`src/rtl/bpu_pkg.sv`:
```
// rtl/bpu_pkg.sv - shared constants, counter helper and BTB entry type for the one-level predictor
package bpu_pkg;

    localparam int BPU_PC_W  = 32;
    localparam int BPU_IDX_W = 6;
    localparam int BPU_TAG_W = BPU_PC_W - BPU_IDX_W - 2;

    localparam logic [1:0] CNT_SNT = 2'b00;
    localparam logic [1:0] CNT_WNT = 2'b01;
    localparam logic [1:0] CNT_WT  = 2'b10;
    localparam logic [1:0] CNT_ST  = 2'b11;

    typedef struct packed {
        logic                 valid;
        logic [BPU_TAG_W-1:0] tag;
        logic [BPU_PC_W-1:0]  target;
        logic [1:0]           cnt;
    } btb_entry_t;

    function automatic logic [1:0] sat_cnt_next(input logic [1:0] cnt, input logic taken);
        logic [1:0] nxt;
        nxt = cnt;
        if (taken) begin
            if (cnt != CNT_ST) nxt = cnt + 2'd1;
        end else begin
            if (cnt != CNT_SNT) nxt = cnt - 2'd1;
        end
        return nxt;
    endfunction

endpackage

```
`src/rtl/bpu_btb_ram.sv`:
```
// rtl/bpu_btb_ram.sv - direct-mapped BTB storage: async lookup read, update read, one write port
module bpu_btb_ram
    import bpu_pkg::*;
#(
    parameter int PC_WIDTH = 32,
    parameter int IDX_W    = 6,
    parameter int TAG_W    = PC_WIDTH - IDX_W - 2
) (
    input  logic                clk,
    input  logic                rstn,
    input  logic [IDX_W-1:0]    rd_idx,
    output logic                rd_valid,
    output logic [TAG_W-1:0]    rd_tag,
    output logic [PC_WIDTH-1:0] rd_target,
    output logic [1:0]          rd_cnt,
    input  logic [IDX_W-1:0]    up_idx,
    output logic                up_valid,
    output logic [TAG_W-1:0]    up_tag,
    output logic [1:0]          up_cnt,
    input  logic                wr_en,
    input  logic                wr_target_en,
    input  logic [IDX_W-1:0]    wr_idx,
    input  logic [TAG_W-1:0]    wr_tag,
    input  logic [PC_WIDTH-1:0] wr_target,
    input  logic [1:0]          wr_cnt
);

    localparam int DEPTH = 2 ** IDX_W;

    logic [DEPTH-1:0]    valid_q;
    logic [TAG_W-1:0]    tag_mem    [DEPTH];
    logic [PC_WIDTH-1:0] target_mem [DEPTH];
    logic [1:0]          cnt_mem    [DEPTH];

    // Only valid bits are reset; the payload arrays are qualified by valid.
    always_ff @(posedge clk or negedge rstn) begin
        if (!rstn) begin
            valid_q <= '0;
        end else if (wr_en) begin
            valid_q[wr_idx] <= 1'b1;
        end
    end

    always_ff @(posedge clk) begin
        if (wr_en) begin
            tag_mem[wr_idx] <= wr_tag;
            cnt_mem[wr_idx] <= wr_cnt;
        end
        if (wr_en && wr_target_en) begin
            target_mem[wr_idx] <= wr_target;
        end
    end

    assign rd_valid  = valid_q[rd_idx];
    assign rd_tag    = tag_mem[rd_idx];
    assign rd_target = target_mem[rd_idx];
    assign rd_cnt    = cnt_mem[rd_idx];

    assign up_valid  = valid_q[up_idx];
    assign up_tag    = tag_mem[up_idx];
    assign up_cnt    = cnt_mem[up_idx];

endmodule

```
`src/rtl/bpu_one_level.sv`:
```
// rtl/bpu_one_level.sv - one-level BTB branch predictor with 2-bit counters for the fetch next-PC mux
module bpu_one_level
    import bpu_pkg::*;
#(
    parameter int PC_WIDTH = 32,
    parameter int IDX_W    = 6
) (
    input  logic                clk,
    input  logic                rstn,
    input  logic [PC_WIDTH-1:0] ifu_bpu_addr,
    input  logic                ifu_bpu_vaild,
    output logic [PC_WIDTH-1:0] bpu_ifu_npc,
    output logic                bpu_ifu_taken,
    input  logic                alu_bpu_upd_vld,
    input  logic [PC_WIDTH-1:0] alu_bpu_upd_pc,
    input  logic                alu_bpu_upd_taken,
    input  logic [PC_WIDTH-1:0] alu_bpu_upd_target
);

    localparam int TAG_W = PC_WIDTH - IDX_W - 2;

    logic [IDX_W-1:0]    lk_idx;
    logic [TAG_W-1:0]    lk_tag;
    logic [IDX_W-1:0]    up_idx;
    logic [TAG_W-1:0]    up_tag_in;

    logic                rd_valid;
    logic [TAG_W-1:0]    rd_tag;
    logic [PC_WIDTH-1:0] rd_target;
    logic [1:0]          rd_cnt;
    logic                up_valid;
    logic [TAG_W-1:0]    up_tag;
    logic [1:0]          up_cnt;

    logic                lk_hit;
    logic                pred_taken;
    logic                up_hit;
    logic                wr_en;
    logic                wr_target_en;
    logic [1:0]          wr_cnt;

    logic                unused_addr_bits;

    assign lk_idx    = ifu_bpu_addr[IDX_W+1:2];
    assign lk_tag    = ifu_bpu_addr[PC_WIDTH-1:IDX_W+2];
    assign up_idx    = alu_bpu_upd_pc[IDX_W+1:2];
    assign up_tag_in = alu_bpu_upd_pc[PC_WIDTH-1:IDX_W+2];

    assign unused_addr_bits = ^{ifu_bpu_addr[1:0], alu_bpu_upd_pc[1:0]};

    bpu_btb_ram #(
        .PC_WIDTH (PC_WIDTH),
        .IDX_W    (IDX_W),
        .TAG_W    (TAG_W)
    ) u_btb (
        .clk          (clk),
        .rstn         (rstn),
        .rd_idx       (lk_idx),
        .rd_valid     (rd_valid),
        .rd_tag       (rd_tag),
        .rd_target    (rd_target),
        .rd_cnt       (rd_cnt),
        .up_idx       (up_idx),
        .up_valid     (up_valid),
        .up_tag       (up_tag),
        .up_cnt       (up_cnt),
        .wr_en        (wr_en),
        .wr_target_en (wr_target_en),
        .wr_idx       (up_idx),
        .wr_tag       (up_tag_in),
        .wr_target    (alu_bpu_upd_target),
        .wr_cnt       (wr_cnt)
    );

    // Lookup reads the tables combinationally, so a same-cycle update is not yet visible.
    assign lk_hit     = rd_valid && (rd_tag == lk_tag);
    assign pred_taken = lk_hit && rd_cnt[1];

    always_ff @(posedge clk or negedge rstn) begin
        if (!rstn) begin
            bpu_ifu_npc   <= '0;
            bpu_ifu_taken <= 1'b0;
        end else if (ifu_bpu_vaild) begin
            bpu_ifu_npc   <= pred_taken ? rd_target : ifu_bpu_addr + PC_WIDTH'(4);
            bpu_ifu_taken <= pred_taken;
        end
    end

    assign up_hit = up_valid && (up_tag == up_tag_in);

    // Taken outcomes always write (train or allocate); not-taken only trains an existing entry.
    always_comb begin
        wr_en        = 1'b0;
        wr_target_en = 1'b0;
        wr_cnt       = CNT_WT;
        if (alu_bpu_upd_vld) begin
            if (alu_bpu_upd_taken) begin
                wr_en        = 1'b1;
                wr_target_en = 1'b1;
                wr_cnt       = up_hit ? sat_cnt_next(up_cnt, 1'b1) : CNT_WT;
            end else if (up_hit) begin
                wr_en        = 1'b1;
                wr_cnt       = sat_cnt_next(up_cnt, 1'b0);
            end
        end
    end

endmodule

```
`config.mk`:
```
export PLATFORM = sky130hd
export DESIGN_NAME = bpu_one_level
export DESIGN_NICKNAME = d
export VERILOG_FILES = /design/src/rtl/bpu_pkg.sv /design/src/rtl/bpu_btb_ram.sv /design/src/rtl/bpu_one_level.sv
export SDC_FILE = /design/constraint.sdc
export NUM_CORES = 2
export LEC_CHECK = 0
export ABC_CLOCK_PERIOD_IN_PS = 8650
export CAP_MARGIN = 20
export CORE_ASPECT_RATIO = 1.75
export CORE_MARGIN = 4
export CORE_UTILIZATION = 35
export DETAILED_ROUTE_END_ITERATION = 7
export SLEW_MARGIN = 40
export SYNTH_ARGS = -nofsm -noshare
export SYNTH_HDL_FRONTEND = slang
export SYNTH_SLANG_ARGS = --single-unit
export TNS_END_PERCENT = 30
```
`constraint.sdc`:
```
create_clock -name clk -period 8.65 [get_ports clk]
set_input_delay 1.73 -clock clk [delete_from_list [all_inputs] [get_ports clk]]
set_output_delay 1.73 -clock clk [all_outputs]
set_load 0.02 [all_outputs]
```
Yosys cells after proc, flatten, opt, wreduce, memory -nomap -nowiden
Memories as Yosys holds them, arrays and structs flattened.
Cells that the tools add are included.
{ "op_classes": {"addsub": 3, "magnitude_cmp": 3, "eq_ne": 3, "mux": 22, "bitwise": 1, "reduce_logical": 6} }
{ "ops": {"columns": ["op", "count"], "rows": [
  ["OR 64 bit", 1],
  ["equality test 24 bit", 2],
  ["adder 32 x 3 -> 32 bit (second input constant)", 1],
  ["2-to-1 mux 32 bit", 1],
  ["< comparator 6 x 7 -> 1 bit (second input constant)", 2],
  ["binary-select mux 1 bit (select 6 bit)", 2],
  ["2-to-1 mux 1 bit", 12],
  ["2-to-1 mux 2 bit", 6],
  ["demux 1 bit (select 6 bit)", 1],
  ["greater-or-equal comparator 6 x 1 -> 1 bit (second input constant)", 1],
  ["logical AND 1 bit", 5],
  ["adder 2 x 1 -> 2 bit (second input constant)", 1],
  ["inequality test 2 bit (second input constant)", 1],
  ["nonzero test 2 bit", 1],
  ["subtractor 2 x 1 -> 2 bit (second input constant)", 1]
]} }
{ "totals": {"reg_bits": 97, "ramBits": 3712, "output_inout_bits": 33, "n_memories": 3} }
{ "memory_table": {"columns": ["name", "words", "width", "read_ports", "rd_ports_with_merged_regs", "write_ports", "line", "rtl"], "rows": [
  ["u_btb.target_mem", 64, 32, 1, 0, 1, "bpu_btb_ram.sv:32", "logic [PC_WIDTH-1:0] target_mem [DEPTH];"],
  ["u_btb.tag_mem", 64, 24, 2, 0, 1, "bpu_btb_ram.sv:31", "logic [TAG_W-1:0] tag_mem [DEPTH];"],
  ["u_btb.cnt_mem", 64, 2, 2, 0, 1, "bpu_btb_ram.sv:33", "logic [1:0] cnt_mem [DEPTH];"]
]} }

Depth between registers and ports, before layout
{ "logic_depth": {"ltp_word": 9, "mapped_depth": 19} }

Modules after synthesis
From an unflattened synthesis, not the netlist that was laid out.
{ "hier_totals": {"hier_cells": 7946, "hier_area_um2": 160893.1} }
{ "modules_own_cells": {"columns": ["module", "instances", "cells_per_inst", "area_each_um2", "seq_area_each_um2"], "rows": [
  ["bpu_btb_ram", 1, 7597, 157970.3, 113068.4],
  ["bpu_one_level", 1, 349, 2922.8, 825.8]
]} }

Worst setup path after synthesis
Ideal clock, no wire load.
{ "synth_path": {"path_type": "input-to-reg", "from": "input port alu_bpu_upd_pc[2]", "to": "memory u_btb.cnt_mem[0][0] (data pin)", "arrival_ps": 7641, "path_slack_ps": 286, "path_stages": 15, "path_buffers": 7, "cell_sequence": "buf_2 buf_2 buf_4 buf_2 buf_2 buf_2 buf_1 mux2_2 a221oi_1 a21oi_1 a221oi_1 o21ai_0 a2111oi_0 o21ai_0 a21boi_0"} }
{ "synth_between": {"elab_chain_len": 6, "elab_cells_between_ends": 16, "cone_classes": "add/sub (2); eq/ne (2); mux (8); reduce/logical (2); memory (2)"} }
{ "synth_lines": {"columns": ["element", "line", "rtl"], "rows": [
  ["start: declaration", "bpu_one_level.sv:15", "input logic [PC_WIDTH-1:0] alu_bpu_upd_pc,"],
  ["memory read (64 x 2 bit), or another cell as far along", null, null],
  ["subtractor 2 x 1 -> 2 bit, or another cell as far along", "bpu_pkg.sv:26", "if (cnt != CNT_SNT) nxt = cnt - 2'd1;"],
  ["2-to-1 mux 2 bit, or another cell as far along", "bpu_pkg.sv:26", null],
  ["2-to-1 mux 2 bit, on equally long branches", "bpu_one_level.sv:101, bpu_one_level.sv:100", null],
  ["2-to-1 mux 2 bit (*)", "bpu_one_level.sv:97", "if (alu_bpu_upd_taken) begin"],
  ["2-to-1 mux 2 bit (*)", "bpu_one_level.sv:96", "if (alu_bpu_upd_vld) begin"],
  ["via u_btb.wr_cnt[0]", "bpu_btb_ram.sv:25", "input logic [1:0] wr_cnt"],
  ["end: declaration", "bpu_btb_ram.sv:33", null]
]} }
Mark *: on every way through the listed nets, which the timed path passes. The rest lies on a longest branch. The select of a mux whose other input is x is not followed.

Final worst setup path
{ "layout_path": {"from": "input port alu_bpu_upd_pc[2]", "to": "memory u_btb.tag_mem[5][11] (netlist name), enable pin"} }
{ "layout_between": {"elab_chain_len": 8, "elab_cells_between_ends": 10, "cone_classes": "eq/ne (1); mux (7); reduce/logical (1); memory (1)"} }
{ "layout_lines": {"columns": ["element", "line", "rtl"], "rows": [
  ["memory read (64 x 24 bit) / binary-select mux 1 bit (select 6 bit) (equally long branches)", null, null],
  ["equality test 24 bit / 2-to-1 mux 1 bit (equally long branches)", "bpu_one_level.sv:89, bpu_btb_ram.sv:59", null],
  ["logical AND 1 bit", "bpu_one_level.sv:89", "assign up_hit = up_valid && (up_tag == up_tag_in);"],
  ["2-to-1 mux 1 bit", "bpu_one_level.sv:101", "end else if (up_hit) begin"],
  ["2-to-1 mux 1 bit", "bpu_one_level.sv:97", null],
  ["2-to-1 mux 1 bit", "bpu_one_level.sv:96", null],
  ["2-to-1 mux 1 bit", "bpu_btb_ram.sv:45", "if (wr_en) begin"],
  ["2-to-1 mux 1 bit (implied by the code)", "bpu_btb_ram.sv:46", "tag_mem[wr_idx] <= wr_tag;"],
  ["end: declaration", "bpu_btb_ram.sv:31", null]
]} }
Parallel ways exist; a longest one is shown, timed or not. The select of a mux whose other input is x is not followed.

==> impl_results.md <==
- Outcome: finished clean
- Post-cts gate resize count: 0
- Slowest CP cell: mux2i_1
- Vias per std cell: 6.22
- Num CTS Buffers: 336
- WL final: 582000 µm
- Cell count of the worst hold path: 2
- PortBufs: 131
- Clock-pin slew on the worst setup and hold paths: 70 ps
- Layout Skew: 70.1 ps
- Yosys reg bits: 3809
- Mapped Nets: 8136
- Initial Utilization: 0.352
- Leading area contributor after synthesis: edfxtp_1
- CP endpoint kind: register
- Top-area cell type share of the netlist area: 0.695
- Num Clock Sinks: 3809
- Synthesis Warnings: 0
- Core Region: 0.456 mm²
- # Max-Cap Violations: 0
- Congestion Overflow GR: 0
- Share of cells above drive strength 1: 0.303
- Most numerous cell in the Yosys netlist: edfxtp_1
- RSZ-0062 raised after global routing: false
- Power Density: 212 mW/mm²
- Net count, final: 8525
- Die area: 0.470 mm²
- Setup Fix Bufs, Post-CTS: 0
- Vias in the first global route: 93624
- Overall routing resource usage: 0.242
- Library cells used by synthesis: 79
- Endpoints failing setup: 0
- Setup tns final: 0 ps
- Register area share after synthesis: 0.710
- Peak Freq: 142 MHz
- Iter 0 DRT Violations: 12808
- Crit-path most repeated cell: buf_12
- DR DRC count: 0
- Leakage power: 0.0577 µW
- Post-route ant nets: 0
- Synth Area per Inst: 20.0 µm²
- Max_slew headroom: 0.323
- Clk root buf: clkbuf_16
- H-tree depth: 5
- Initial antenna violation count: 43
- Fin. Hold Viols: 0
- Max VDD drop: 0.143 mV
- Min Tclk post-route: 7060 ps
- Vias: 92076
- CP Data Required Time: 9210 ps
- Detail Placement HPWL: 378000 µm
- Max Fanout on Critical Path: 56
- GP Congestion: 0.983
- Area delta synth->final: 15.2%
- Mapped Area: 0.160 mm²
- Hold Buf Count CTS: 0
- CTS tree: yes
- Worst Setup Start Kind: input pin
- IO Count: 134
- EDFF count, synth: 3712
- Final Max Tran Viols: 0
- Ranking of synthesized cells by area: edfxtp_1, mux4_2, mux2i_1
- Bufs on Longest Clock Path: 4
- Worst-Margin Slew: 1010 ps
- Clock Latency Late Sink: 940 ps
- Row cnt: 328
- Worst r2r path cells: 13
- Largest net degree at the start of global routing: 96
- Ratio of final minimum period to clock period: 0.816
- Critical Path AT: 7610 ps
- Most common library cells after synthesis: edfxtp_1, mux4_2, mux2i_1
- Drt wl/cell: 39.3 µm
- Hold Crit Class: reg -> reg
- Post-Synthesis Cells: 8034
- Pwr Total: 39200 µW
- Critical path class: in -> reg
- Synth async-reset ratio: 0.0255
- Die height: 904 µm
- Number of detailed-route iterations in the first pass: 6
- Max incr delay on CP: 690 ps
- Die Span X: 520 µm
- Cells along the critical path: buf_8 > mux4_2 > mux2i_1 > o22ai_1 > or4b_1 > nor4_4 > buf_4 > xnor2_1 > or3_1 > o41a_2 > buf_12 > buf_12 > nor2_4 > buf_12
- Synth Flop Type: edfxtp_1
- First-pass GRT wire length: 790000 µm
==> worst paths after layout <==
check,from,end,slack (ps)
setup / recovery,alu_bpu_upd_pc[2],u_btb.tag_mem[5][11]$_DFFE_PP_,1590
hold / removal,u_btb.valid_q[24]$_DFFE_PN0P_,u_btb.valid_q[24]$_DFFE_PN0P_,500
setup reg to reg,u_btb.tag_mem[35][13]$_DFFE_PP_,u_btb.tag_mem[5][11]$_DFFE_PP_,2910
hold reg to reg,u_btb.valid_q[24]$_DFFE_PN0P_,u_btb.valid_q[24]$_DFFE_PN0P_,500
max in group asynchronous,rstn,u_btb.valid_q[7]$_DFFE_PN0P_,6690
min in group asynchronous,rstn,bpu_ifu_npc[16]$_DFFE_PN0P_,850
==> state kept, by name, indices dropped and copies added, names as in the netlist <==
| signal | count |
|---|---|
| u_btb.target_mem | 2048 |
| u_btb.tag_mem | 1536 |
| bpu_ifu_taken | 1 |
| u_btb.cnt_mem | 128 |
| bpu_ifu_npc | 32 |
| u_btb.valid_q | 64 |
==> logic make-up (layout without fill, tap and decap cells) <==
group / after synthesis / after routing / share of synthesized area
and+or+nand+nor: 774 / 774 / 0.0223
AOI/OAI and AO/OA: 1066 / 1066 / 0.0504
muxes: 1680 / 1680 / 0.197
other: 0 / 15 / 0
buffers and inverters: 632 / 1285 / 0.0165
xor gates and xnor gates: 72 / 72 / 0.00393
adders and majority gates: 1 / 1 / 0.0000780
DFF: 3809 / 3809 / 0.710
==> critical path: cells and delay by family <==
kind / cells / cell delay [ps]
compound gates: 2 / 870
xor+xnor: 1 / 90
buf+inv: 5 / 1590
mux: 2 / 1280
simple gates: 4 / 1640
==> power by group <==
group	switching (µW)	leakage, µW	internal, µW
clock	6910	0.00543	8780
combinational	1990	0.0177	1090
sequential	86.9	0.0346	20300
total	8980	0.0577	30200
==> placed cells by master, fill, tap and decap left out, drive strengths merged, types with 18 or more instances in the layout <==
master         count
edfxtp          3712
mux4            1166
buf              587
clkbuf           402
mux2i            345
nand2            261
nor2             235
a22oi            188
a221oi           172
mux2             169
clkinv           126
a21oi            112
o22ai            108
dfrtp             97
o221ai            71
o21ai             70
a221o             61
clkdlybuf4s50     58
nand3             56
o21bai            55
inv               52
bufinv            47
xnor2             44
a22o              40
nor3              38
xor2              28
nand4             26
o2bb2ai           26
a211oi            25
nand2b            24
and2              23
and3              21
a31oi             18
nor2b             18
==> layout make-up <==
type                            count  area (µm²)
Fill cell                       40404      272000
Sequential cell                  3809      114000
Multi-Input combinational cell   3593       45200
Clock buffer                      402        8900
Tap cell                         6105        7640
Timing Repair Buffer              645        6690
Clock inverter                    200        2260
Inverter                           38         161
Antenna cell                       15        37.5
==> stage by stage <==
step,util,std cells,area [µm²],setup slack (ps),hold slack [ps]
after global placement,0.379,14165,173000,663,463
after detailed placement,0.380,14185,173000,879,477
final,0.405,14807,185000,1590,499
after CTS,0.404,14787,185000,1850,494
after global routing,0.405,14797,185000,1790,513
after floorplan,-,8034,160000,286,441
==> layer usage <==
metal / global-route usage / routed length [µm] / up-vias / share of wire
met3: 0.0520 / 50000 / 1973 / 0.086
met1: 0.264 / 187000 / 49054 / 0.32
met5: 0 / 195 / - / 0.00033
li1: - / - / 35023 / -
met2: 0.413 / 289000 / 5996 / 0.50
met4: 0.185 / 56100 / 30 / 0.096
(Power assumes the default switching activity.)
